==> src/rtl/fetch_unit.sv <==
// rtl/fetch_unit.sv - instruction fetch unit with single outstanding request and 2-entry queue
//
// Purpose: issues word-aligned instruction-memory reads, buffers returned words
// with their pc+4 in a 2-entry in-order queue, and presents the head entry to
// the decode register. Redirects flush the queue and restart fetch.
//
// Ports:
//   clk          clock, all state changes on the rising edge
//   reset        asynchronous, active-low reset
//   imem_req     request valid (high exactly in the REQ state)
//   imem_addr    fetch address, stable while imem_req=1
//   imem_gnt     request accepted this cycle
//   imem_rvalid  read data valid, one per granted request, in order
//   imem_rdata   instruction word qualified by imem_rvalid
//   stall        decode register not loading; head entry is kept
//   redirect     flush and refetch from redirect_pc
//   redirect_pc  new fetch address (bits [1:0] ignored)
//   InstrF       head instruction, zero when the queue is empty
//   PcF          head instruction address plus 4, zero when empty
//   validF       queue non-empty
module fetch_unit #(
    parameter logic [31:0] RESET_PC = 32'h0000_0000
) (
    input  logic        clk,
    input  logic        reset,
    output logic        imem_req,
    output logic [31:0] imem_addr,
    input  logic        imem_gnt,
    input  logic        imem_rvalid,
    input  logic [31:0] imem_rdata,
    input  logic        stall,
    input  logic        redirect,
    input  logic [31:0] redirect_pc,
    output logic [31:0] InstrF,
    output logic [31:0] PcF,
    output logic        validF
);

    typedef enum logic [1:0] {
        S_IDLE = 2'd0,
        S_REQ  = 2'd1,
        S_WAIT = 2'd2,
        S_DROP = 2'd3
    } state_t;

    state_t           state_q, state_d;
    logic [31:0]      pc_q, pc_d;
    logic [1:0][31:0] instr_q, instr_d;
    logic [1:0][31:0] pc4_q, pc4_d;
    logic             rd_ptr_q, rd_ptr_d;
    logic             wr_ptr_q, wr_ptr_d;
    logic [1:0]       count_q, count_d;
    logic             imem_req_q, imem_req_d;

    logic             push;
    logic             pop;
    logic [1:0]       count_post;

    always_comb begin
        pop        = (count_q != 2'd0) && !stall;
        // Only a response to a live (non-flushed) request in WAIT is kept.
        push       = (state_q == S_WAIT) && imem_rvalid && !redirect;
        count_post = count_q + {1'b0, push} - {1'b0, pop};

        state_d  = state_q;
        pc_d     = pc_q;
        instr_d  = instr_q;
        pc4_d    = pc4_q;
        rd_ptr_d = rd_ptr_q;
        wr_ptr_d = wr_ptr_q;
        count_d  = count_post;

        // pc_q was advanced at grant time and any later redirect discards the
        // response, so in WAIT pc_q is exactly the request address plus 4.
        if (push) begin
            instr_d[wr_ptr_q] = imem_rdata;
            pc4_d[wr_ptr_q]   = pc_q;
            wr_ptr_d          = ~wr_ptr_q;
        end
        if (pop) begin
            rd_ptr_d = ~rd_ptr_q;
        end

        case (state_q)
            S_IDLE: begin
                if (!redirect && (count_q < 2'd2)) begin
                    state_d = S_REQ;
                end
            end
            S_REQ: begin
                if (redirect) begin
                    state_d = imem_gnt ? S_DROP : S_IDLE;
                end else if (imem_gnt) begin
                    state_d = S_WAIT;
                    pc_d    = pc_q + 32'd4;
                end
            end
            S_WAIT: begin
                if (redirect) begin
                    state_d = imem_rvalid ? S_IDLE : S_DROP;
                end else if (imem_rvalid) begin
                    state_d = (count_post < 2'd2) ? S_REQ : S_IDLE;
                end
            end
            S_DROP: begin
                // Wait out the stale response of the flushed request.
                if (imem_rvalid) begin
                    state_d = S_IDLE;
                end
            end
            default: state_d = S_IDLE;
        endcase

        // Redirect wins over any push/pop in the same cycle.
        if (redirect) begin
            pc_d     = redirect_pc & ~32'd3;
            count_d  = 2'd0;
            rd_ptr_d = 1'b0;
            wr_ptr_d = 1'b0;
        end

        imem_req_d = (state_d == S_REQ);
    end

    always_ff @(posedge clk or negedge reset) begin
        if (!reset) begin
            state_q    <= S_IDLE;
            pc_q       <= RESET_PC;
            instr_q    <= '0;
            pc4_q      <= '0;
            rd_ptr_q   <= 1'b0;
            wr_ptr_q   <= 1'b0;
            count_q    <= 2'd0;
            imem_req_q <= 1'b0;
        end else begin
            state_q    <= state_d;
            pc_q       <= pc_d;
            instr_q    <= instr_d;
            pc4_q      <= pc4_d;
            rd_ptr_q   <= rd_ptr_d;
            wr_ptr_q   <= wr_ptr_d;
            count_q    <= count_d;
            imem_req_q <= imem_req_d;
        end
    end

    assign imem_req  = imem_req_q;
    assign imem_addr = pc_q;
    assign validF    = (count_q != 2'd0);
    assign InstrF    = validF ? instr_q[rd_ptr_q] : 32'h0;
    assign PcF       = validF ? pc4_q[rd_ptr_q] : 32'h0;

endmodule

==> config.mk <==
export PLATFORM = sky130hd
export DESIGN_NAME = fetch_unit
export DESIGN_NICKNAME = d
export VERILOG_FILES = /design/src/rtl/fetch_unit.sv
export SDC_FILE = /design/constraint.sdc
export NUM_CORES = 1
export LEC_CHECK = 0
export BUFFER_PORTS_ARGS = -buffer_cell sky130_fd_sc_hd__buf_4
export CAP_MARGIN = 25
export CORE_UTILIZATION = 59
export DETAILED_ROUTE_END_ITERATION = 7
export PLACE_DENSITY_LB_ADDON = 0.05
export SLEW_MARGIN = 25
export SYNTH_ARGS = -nofsm -noshare
export SYNTH_HDL_FRONTEND = slang
export SYNTH_SLANG_ARGS = --single-unit
==> constraint.sdc <==
create_clock -name clk -period 4.5 [get_ports clk]
set_input_delay 0.45 -clock clk [delete_from_list [all_inputs] [get_ports clk]]
set_output_delay 0.45 -clock clk [all_outputs]
set_load 0.05 [all_outputs]
Word level (Yosys, flattened, before mapping). Index checks and enable logic that the tools add are counted. W data, S select, Z words.

Input port bits: 70. RAM bits: 0. Output and inout port bits: 98. Logic and storage cells: 66. Memories: 0. Bits in read-only memories: 0. Flip-flop bits (word level): 167. Latch bits: 0.

Multipliers: 0. Bitwise operators: 2. Shifts and indexed selects: 0. Order comparisons: 5. Add/subtract/negate cells: 3. Muxes and demuxes: 28. Reductions and logical operators: 14. Equality and inequality tests: 4. Divide/modulo/power cells: 0.

Operator list (count): $mux W32 (10); $bwmux W64 (2); $add A32 B3 Y32 const B (1); $demux W32 S1 (1); $mux W2 (9); $reduce_bool A2 Y1 (5); $pmux W2 S4 (1); $logic_and A1 B1 Y1 (5); $mux W1 (5); $eq A2 B1 Y1 const B (2); $eq A2 B2 Y1 const B (2); $lt A1 B2 Y1 const B (2); $lt A2 B2 Y1 const B (2); $add A2 B1 Y2 (1); $logic_not A1 Y1 (2); $logic_not A2 Y1 (1); $not A1 Y1 (2); $reduce_and A2 Y1 (1); $sub A2 B1 Y2 (1); $ge A1 B1 Y1 const B (1).

Longest topological paths before layout. Gate-level depths: netlist of the first run.

Depth in word-level cells: 11. Mapped depth: 10. Mapped depth without buffers: 9.

Worst setup path after synthesis of the first run. OpenSTA, ideal clock, no wires.

Path type: flip-flop to flip-flop. Start: register pc_q[4], in the netlist imem_addr[4]. End: register pc_q[27], in the netlist imem_addr[27]. Required time: 4418 ps. Library setup time: 82 ps. Arrival time: 2246 ps. Path buffers: 2. Setup slack: 2172 ps. Stages on the path, launching flop included: 7. Period minus slack after synthesis: 2328 ps. Cell sequence: dfrtp_1 -> nand3_2 -> or4_4 -> buf_6 -> buf_6 -> or4_1 -> a31oi_1.

Word-level cells in the longest chain between the ends: 4.

RTL lines: start: declaration (RTL line 47) `logic [31:0] pc_q, pc_d;`; start signal: assignment (RTL line 137) `pc_q <= pc_d;`; $add A32 B3 Y32 (RTL line 95) `pc_d = pc_q + 32'd4;`; $mux W32 (RTL line 93) `end else if (imem_gnt) begin`; $mux W32 (RTL line 84) `case (state_q)`; $mux W32 (RTL line 115) `if (redirect) begin`.

Every way passes these cells. The select of a mux whose other input is x is not followed. A chain may end at the register's enable or synchronous reset.

Final worst setup path of the first run.
Start: register count_q[0]. End: output port PcF[20].

Word-level cells in the longest chain between the ends: 2.

RTL lines: start: declaration (RTL line 52) `logic [1:0] count_q, count_d;`; start signal: assignment (RTL line 142) `count_q <= count_d;`; $reduce_bool A2 Y1 (RTL line 149) `assign validF = (count_q != 2'd0);`; $mux W32 (RTL line 151) `assign PcF = validF ? pc4_q[rd_ptr_q] : 32'h0;`; end: declaration (RTL line 35) `output logic [31:0] PcF,`.

Every way passes these cells.

==> run summary, run 1 <==
most frequent cells in the layout -> buf_4, dfrtp_1, mux2_2, nor2_1, mux2i_1
Die W -> 115.7 microns
metal2 WL -> 8.527 mm
post-synth top area cell -> dfrtp_1
Final nets -> 867
drt via density -> 5.711
CTS root buffer -> clkbuf_16
full die area -> 13380 sq um
die height -> 115.7 microns
final RePlAce weighted congestion -> 0.8244
Startpoint Class -> flop
final instance area -> 9579 sq um
Setup Fix Bufs, Post-CTS -> 0
clk sink count -> 161
sequential element share of the synthesized area -> 0.5283
Arr. time, crit path -> 2.25 ns
final period utilization -> 0.5990
Placed Area -> 8977 sq um
Critical Path Fanout Max -> 45
hpwl dp -> 11.09 mm
fin util -> 0.7591
synth unique cells -> 40
share of layout cells above drive strength 1 -> 0.4055
Worst EP required -> 4.05 ns
CTS Buffer Depth -> 2
Worst Setup SP -> count_q[0]$_DFF_PN0_
Leakage -> 4.369 nW
synth warn -> 0
cells on worst reg2reg path -> 5
status -> complete, no violations
Max Used Layer -> met4
setup_tns -> 0 ns
Routed WL -> 17.06 mm
Critical Setup Path Class -> reg2out
number of diodes -> 0
commonest non-fill, non-tap cell in the layout -> buf_4
setup violators final -> 0
initial antenna violation count -> 0
Clk Latency, worst-skew pair -> 0.42 ns
maxcap violations -> 0
Site Rows -> 41
total global routing overflow -> 0
Reg clk slew, reported paths -> 0.06 ns
fin crit period -> 2.696 ns
H-tree Lvls -> 4
Reg-to-Reg Start -> state_q[1]$_DFF_PN0_
vias in the first global route -> 5390
Antenna Nets Post-Route -> 0
area grow syn2layout -> 25.61%
first-pass GRT wire length -> 26.69 mm
met1 wire length -> 7.266 mm
CP Capture Type -> output port
Hold-fix buffers, CTS -> 0
Async S/R FF share, synth -> 1.000
vias post-DR -> 5574
Resized cells post-CTS -> 0
CTS tree -> done
Syn Inst Count -> 645
core area -> 12620 sq um
dominant cells by area after synthesis -> dfrtp_1, mux2_2, mux2i_1, nor2_1, or4_1
DRC violations left -> 0
Initial Utilization -> 0.6043
reg-to-reg critical path endpoint -> pc4_q[14]$_DFFE_PN0P_
IO Count -> 168
Most used DFF post-synth -> dfrtp_1
Hold Path Class -> in2async
largest net degree at the start of global routing -> 124
1st-iter DRT viols -> 362
Port Buffers -> 161
#FFs+latches synth -> 161
TritonCTS buffer count -> 17
number of flops mapped to enable cells by yosys -> 0
Netlist Area Pre-Place -> 7626 sq um
worst-margin pin slew -> 0.9306 ns
All-Layer GR Usage -> 0.2633
Slew Viols, Final -> 0
unrepaired setup endpoints after global routing -> false
Achievable Freq -> 371.0 MHz
slack of the critical path -> 1.804 ns
met3 WL -> 944 microns
syn avg cell area -> 11.82 sq um
post-synth top area share -> 0.5283
Place WS -> 1.698 ns
Slew HR -> 0.3789
r2r setup slk -> 1.89 ns
Peak VDD IR -> 0.3203 mV
clk_skew -> 0.007935 ns
Hold Fails Final Rpt -> 0
drt wl/cell -> 17.48 microns
router iterations before antenna repair -> 5
Cell Pwr Density -> 679.9 nW/um^2
==> cells in the mapped netlist (2+ instances only) <==
master and number:
nor4_1 3, nor3_1 3, buf_2 7, dfrtp_1 161
xor2_1 4, mux2i_1 63, buf_4 4, and4_1 4
and2_1 2, clkbuf_1 25, xnor2_1 11, inv_1 8
a31oi_1 16, or4_1 15, ha_1 3, nand2_1 28
o21ai_0 20, o31ai_1 13, nor2_1 86, buf_6 2
nor2b_1 3, nand4_1 10, mux2_2 121, nand3_1 9
buf_1 4, or3_1 5, or2_2 2
==> registers in the layout, summed over array words and instances (netlist names) <==
register / flops
instr_q: 64
pc4_q: 60
imem_addr: 30
count_q: 2
state_q: 2
imem_req: 1
rd_ptr_q: 1
wr_ptr_q: 1
==> power by group <==
group | total, mW | internal [mW] | leakage [nW] | switching [mW]
combinational | 2.79 | 1.09 | 2.04 | 1.70
sequential | 2.32 | 1.97 | 2.04 | 0.357
clock | 1.40 | 0.877 | 0.291 | 0.519
==> critical path, cell delays in order (launching register included) <==
cell     delay, ns
dfrtp_1       0.41
nor2_4        0.48
buf_4         0.56
nor2_1        0.14
buf_4         0.22
==> final cells by class <==
class	instances	area, sq um
inverter	8	30.03
tap	172	215.2
sequential	161	4033
fill	871	3040
clock inverter	6	80.08
timing repair buffer	169	1314
clock buffer	23	498.0
multi-input combinational	437	3410
==> worst max path at each step <==
stage,end,slack (ns)
2_1_floorplan,imem_addr[27]$_DFFE_PN0P_,2.17
3_3_place_gp,instr_q[51]$_DFFE_PN0P_,1.76
3_5_place_dp,pc4_q[53]$_DFFE_PN0P_,1.70
4_1_cts,PcF[20],1.76
5_1_grt,PcF[20],1.69
6_report,PcF[20],1.80
==> cell families after synthesis <==
logic type	share of synthesized area
simple gates	0.1130
mux	0.2614
buf+inv	0.02970
flops	0.5283
fa+ha+maj	0.004923
other cells	0.0004917
compound gates	0.04200
xor+xnor	0.02018
==> through the flow <==
| step | instances | total power, mW | hold slack (ns) |
|---|---|---|---|
| 3_3_place_gp | 944 | 5.007 | 0.4629 |
| 4_1_cts | 975 | 6.554 | 0.2298 |
| 5_1_grt | 976 | 6.850 | 0.2012 |
| 6_report | 976 | 6.512 | 0.1308 |
| 2_1_floorplan | 648 | 4.299 | 0.1544 |
| 3_5_place_dp | 946 | 5.141 | 0.4786 |
==> layer usage <==
layer  GRT usage  vias up
met5           0        -
met4     0.09573        0
met3     0.05753       28
met2      0.4379      189
met1      0.3423     2762
li1            -     2595
Note: power is estimated with default switching activity, not from simulation.
==> run 2: changes to the inputs <==
ABC_AREA = 1   (was default)
CORE_UTILIZATION = 55   (was 59)
clock period = 2.7 ns   (was 4.5 ns; I/O delays follow)
==> run summary, run 2 <==
final instance area -> 10020 sq um (was 9579 sq um)
Port Buffers -> 161 (unchanged)
post-synth top area share -> 0.4921 (was 0.5283)
area grow syn2layout -> 22.44% (was 25.61%)
Arr. time, crit path -> 1.93 ns (was 2.25 ns)
top post-synthesis cells by count -> nand2_1, dfrtp_1, inv_1, o21ai_0, o21ai_1 (was dfrtp_1, mux2_2, nor2_1, mux2i_1, nand2_1)
Reg clk slew, reported paths -> 0.07 ns (was 0.06 ns)
number of flops mapped to enable cells by yosys -> 0 (unchanged)
hold path depth -> 3
Switch Pwr -> 5.281 mW (was 2.578 mW)
DRC violations left -> 0 (unchanged)
Worst EP required -> 2.43 ns (was 4.05 ns)
router iterations before antenna repair -> 7 (was 5)
first-pass GRT wire length -> 32.82 mm (was 26.69 mm)
cells on worst reg2reg path -> 7 (was 5)
hpwl dp -> 13.93 mm (was 11.09 mm)
CTS Buffer Depth -> 2 (unchanged)
syn avg cell area -> 7.644 sq um (was 11.82 sq um)
most frequent cells in the layout -> nand2_1, buf_4, dfrtp_1, inv_1, o21ai_0 (was buf_4, dfrtp_1, mux2_2, nor2_1, mux2i_1)
Antenna Nets Post-Route -> 0 (unchanged)
CTS root buffer -> clkbuf_16 (unchanged)
Hold Path Class -> in2reg (was in2async)
synth unique cells -> 31 (was 40)
initial antenna violation count -> 0 (unchanged)
vias post-DR -> 7376 (was 5574)
CTS tree -> done (unchanged)
hold path endpoint -> imem_addr[5]$_DFFE_PN0P_
#FFs+latches synth -> 161 (unchanged)
TritonCTS buffer count -> 17 (unchanged)
Most Used Layer, Global Route -> met2 (unchanged)
Reg power frac -> 0.343 (was 0.357)
switching part of the total -> 0.4568 (was 0.3959)
die height -> 124 microns (was 115.7 microns)
placed insts -> 1370 (was 946)
1st-iter DRT viols -> 731 (was 362)
status -> complete, no violations (unchanged)
Setup Fix Bufs, Post-CTS -> 0 (unchanged)
maxcap violations -> 0 (unchanged)
GR Util met2 -> 0.4510 (was 0.4379)
CP Capture Type -> output port (unchanged)
reg-to-reg critical path endpoint -> pc4_q[3]$_DFFE_PN0P_ (was pc4_q[14]$_DFFE_PN0P_)
clk_skew -> 0.008403 ns (was 0.007935 ns)
post-synth top area cell -> dfrtp_1 (unchanged)
final RePlAce weighted congestion -> 0.8689 (was 0.8244)
largest net degree at the start of global routing -> 125 (was 124)
Critical Setup Path Class -> reg2out (unchanged)
Reg-to-Reg Start -> state_q[0]$_DFF_PN0_ (was state_q[1]$_DFF_PN0_)
hold path start -> redirect_pc[5]
Hold Fails Final Rpt -> 0 (unchanged)
Die W -> 124 microns (was 115.7 microns)
Peak VDD IR -> 0.6663 mV (was 0.3203 mV)
Most used DFF post-synth -> dfrtp_1 (unchanged)
Cell Pwr Density -> 1153 nW/um^2 (was 679.9 nW/um^2)
M3 GR Usage -> 0.05861 (was 0.05753)
count leader, synth -> nand2_1 (was dfrtp_1)
Syn Inst Count -> 1071 (was 645)
max FFs per register -> 64 (unchanged)
IO Count -> 168 (unchanged)
All-Layer GR Usage -> 0.2808 (was 0.2633)
final period utilization -> 0.8133
worst-margin pin slew -> 0.6316 ns (was 0.9306 ns)
# fillers -> 1243 (was 871)
Slew Viols, Final -> 0 (unchanged)
number of diodes -> 0 (unchanged)
drt wl/cell -> 14.95 microns (was 17.48 microns)
commonest non-fill, non-tap cell in the layout -> nand2_1 (was buf_4)
core area -> 14530 sq um (was 12620 sq um)
Final nets -> 1279 (was 867)
clk sink count -> 161 (unchanged)
Clk Latency, worst-skew pair -> 0.42 ns (about the same)
Achievable Freq -> 455.4 MHz
drt via density -> 5.257 (was 5.711)
Site Rows -> 44 (was 41)
Leakage -> 5.012 nW (was 4.369 nW)
Routed WL -> 20.97 mm (was 17.06 mm)
total power draw -> 11.56 mW (was 6.512 mW)
share of layout cells above drive strength 1 -> 0.1854 (was 0.4055)
Int Pwr -> 6.280 mW (was 3.934 mW)
Critical Path Fanout Max -> 36 (was 45)
Logic pwr share -> 0.453 (was 0.429)
r2r setup slk -> 0.80 ns (was 1.89 ns)
Slew HR -> 0.5789 (was 0.3789)
Startpoint Class -> flop (unchanged)
Finished Layout Cells -> 1403 (was 976)
full die area -> 15380 sq um (was 13380 sq um)
met1 Usage GRT -> 0.3790 (was 0.3423)
unrepaired setup endpoints after global routing -> false (unchanged)
total global routing overflow -> 0 (unchanged)
setup_tns -> 0 ns (unchanged)
Netlist Area Pre-Place -> 8187 sq um (was 7626 sq um)
Resized cells post-CTS -> 0 (unchanged)
Clk pwr share -> 0.204 (was 0.214)
vias in the first global route -> 6726 (was 5390)
dominant cells by area after synthesis -> dfrtp_1, nand2_1, o21ai_0, inv_1, o21ai_1 (was dfrtp_1, mux2_2, mux2i_1, nor2_1, or4_1)
Initial Utilization -> 0.5633 (was 0.6043)
sequential element share of the synthesized area -> 0.4921 (was 0.5283)
synth warn -> 0 (unchanged)
Async S/R FF share, synth -> 1.000 (unchanged)
setup violators final -> 0 (unchanged)
Largest Register -> instr_q (unchanged)
H-tree Lvls -> 4 (unchanged)
Placed Area -> 9442 sq um (was 8977 sq um)
Worst Setup SP -> count_q[1]$_DFF_PN0_ (was count_q[0]$_DFF_PN0_)
fin crit period -> 2.196 ns
run 2: changes by cell type after synthesis, moves of 30 or more:
cell | before | now
nand2_1 | 28 | 287
inv_1 | 8 | 141
a21oi_1 | 1 | 67
nand3_1 | 9 | 39
o21ai_0 | 20 | 106
mux2_2 | 121 | 0
o21ai_1 | 0 | 94
mux2i_1 | 63 | 0
run 2: logic make-up after synthesis:
| group | after synthesis | synth area share |
|---|---|---|
| buffers and inverters | 204 | 0.1113 |
| AND/OR/NAND/NOR | 414 | 0.2079 |
| flip-flops | 161 | 0.4921 |
| XOR/XNOR | 5 | 0.005349 |
| AO/OA/AOI/OAI | 283 | 0.1784 |
| other | 1 | 0.0004581 |
| adder cells (fa/ha/maj) | 3 | 0.004586 |
run 2: worst max path at each step:
stage	to	slack [ns]	depth (start not counted)
CTS	PcF[22]	0.48	6
floorplan	PcF[22]	0.30	5
detailed placement	imem_req$_DFF_PN0_	0.82	13
global route	PcF[22]	0.38	6
finish	PcF[22]	0.50	6
global placement	imem_req$_DFF_PN0_	0.83	13
run 2: power groups by stage:
| stage | Combinational [mW] | Clock, mW | Sequential [mW] |
|---|---|---|---|
| after global routing | 5.73 | 2.48 | 4.08 |
| after floorplan | 3.40 | 0 | 4.23 |
| after global placement | 5.15 | 0 | 3.96 |
| after CTS | 5.27 | 2.38 | 3.96 |
| after detailed placement | 5.24 | 0 | 3.99 |
| final | 5.24 | 2.36 | 3.96 |
run 2: layer usage:
layer	vias up	wire [microns]
met4	0	447
met3	29	1426
met5	-	0
met1	3438	9176
li1	3677	-
met2	232	9917
run 2: area by class of cell:
cell class / instances / area (sq um) / area share
clock buffers: 20 / 466.7 / 0.04656
repair buffers: 173 / 1380 / 0.1377
flip-flops and latches: 161 / 4033 / 0.4023
inverters: 144 / 543.0 / 0.05418
multi-input cells: 709 / 3266 / 0.3258
well taps: 184 / 230.2 / 0.02297
clock inverters: 12 / 105.1 / 0.01049
run 2: timing repair:
item | CTS | global route
endpoints found under the hold margin | 63 | 0
endpoints found under the setup margin | 0 | 0
hold buffers | 1 | 0
run 2: metrics by stage:
step                setup slack [ns]    util  hold WS [ns]
global route                  0.3791  0.6897       0.06100
detailed placement            0.8189  0.6496        0.3076
finish                        0.5041  0.6897       0.06345
CTS                           0.4765  0.6897       0.05251
floorplan                     0.3027       -      -0.02559
global placement              0.8300  0.6496        0.3140
run 2: critical path, stage by stage, from the launching register on:
cell and delay, ns:
dfrtp_1 0.38, nor2_1 0.08, inv_1 0.08, buf_4 0.35, o21ai_0 0.15, a21oi_1 0.22, buf_4 0.24
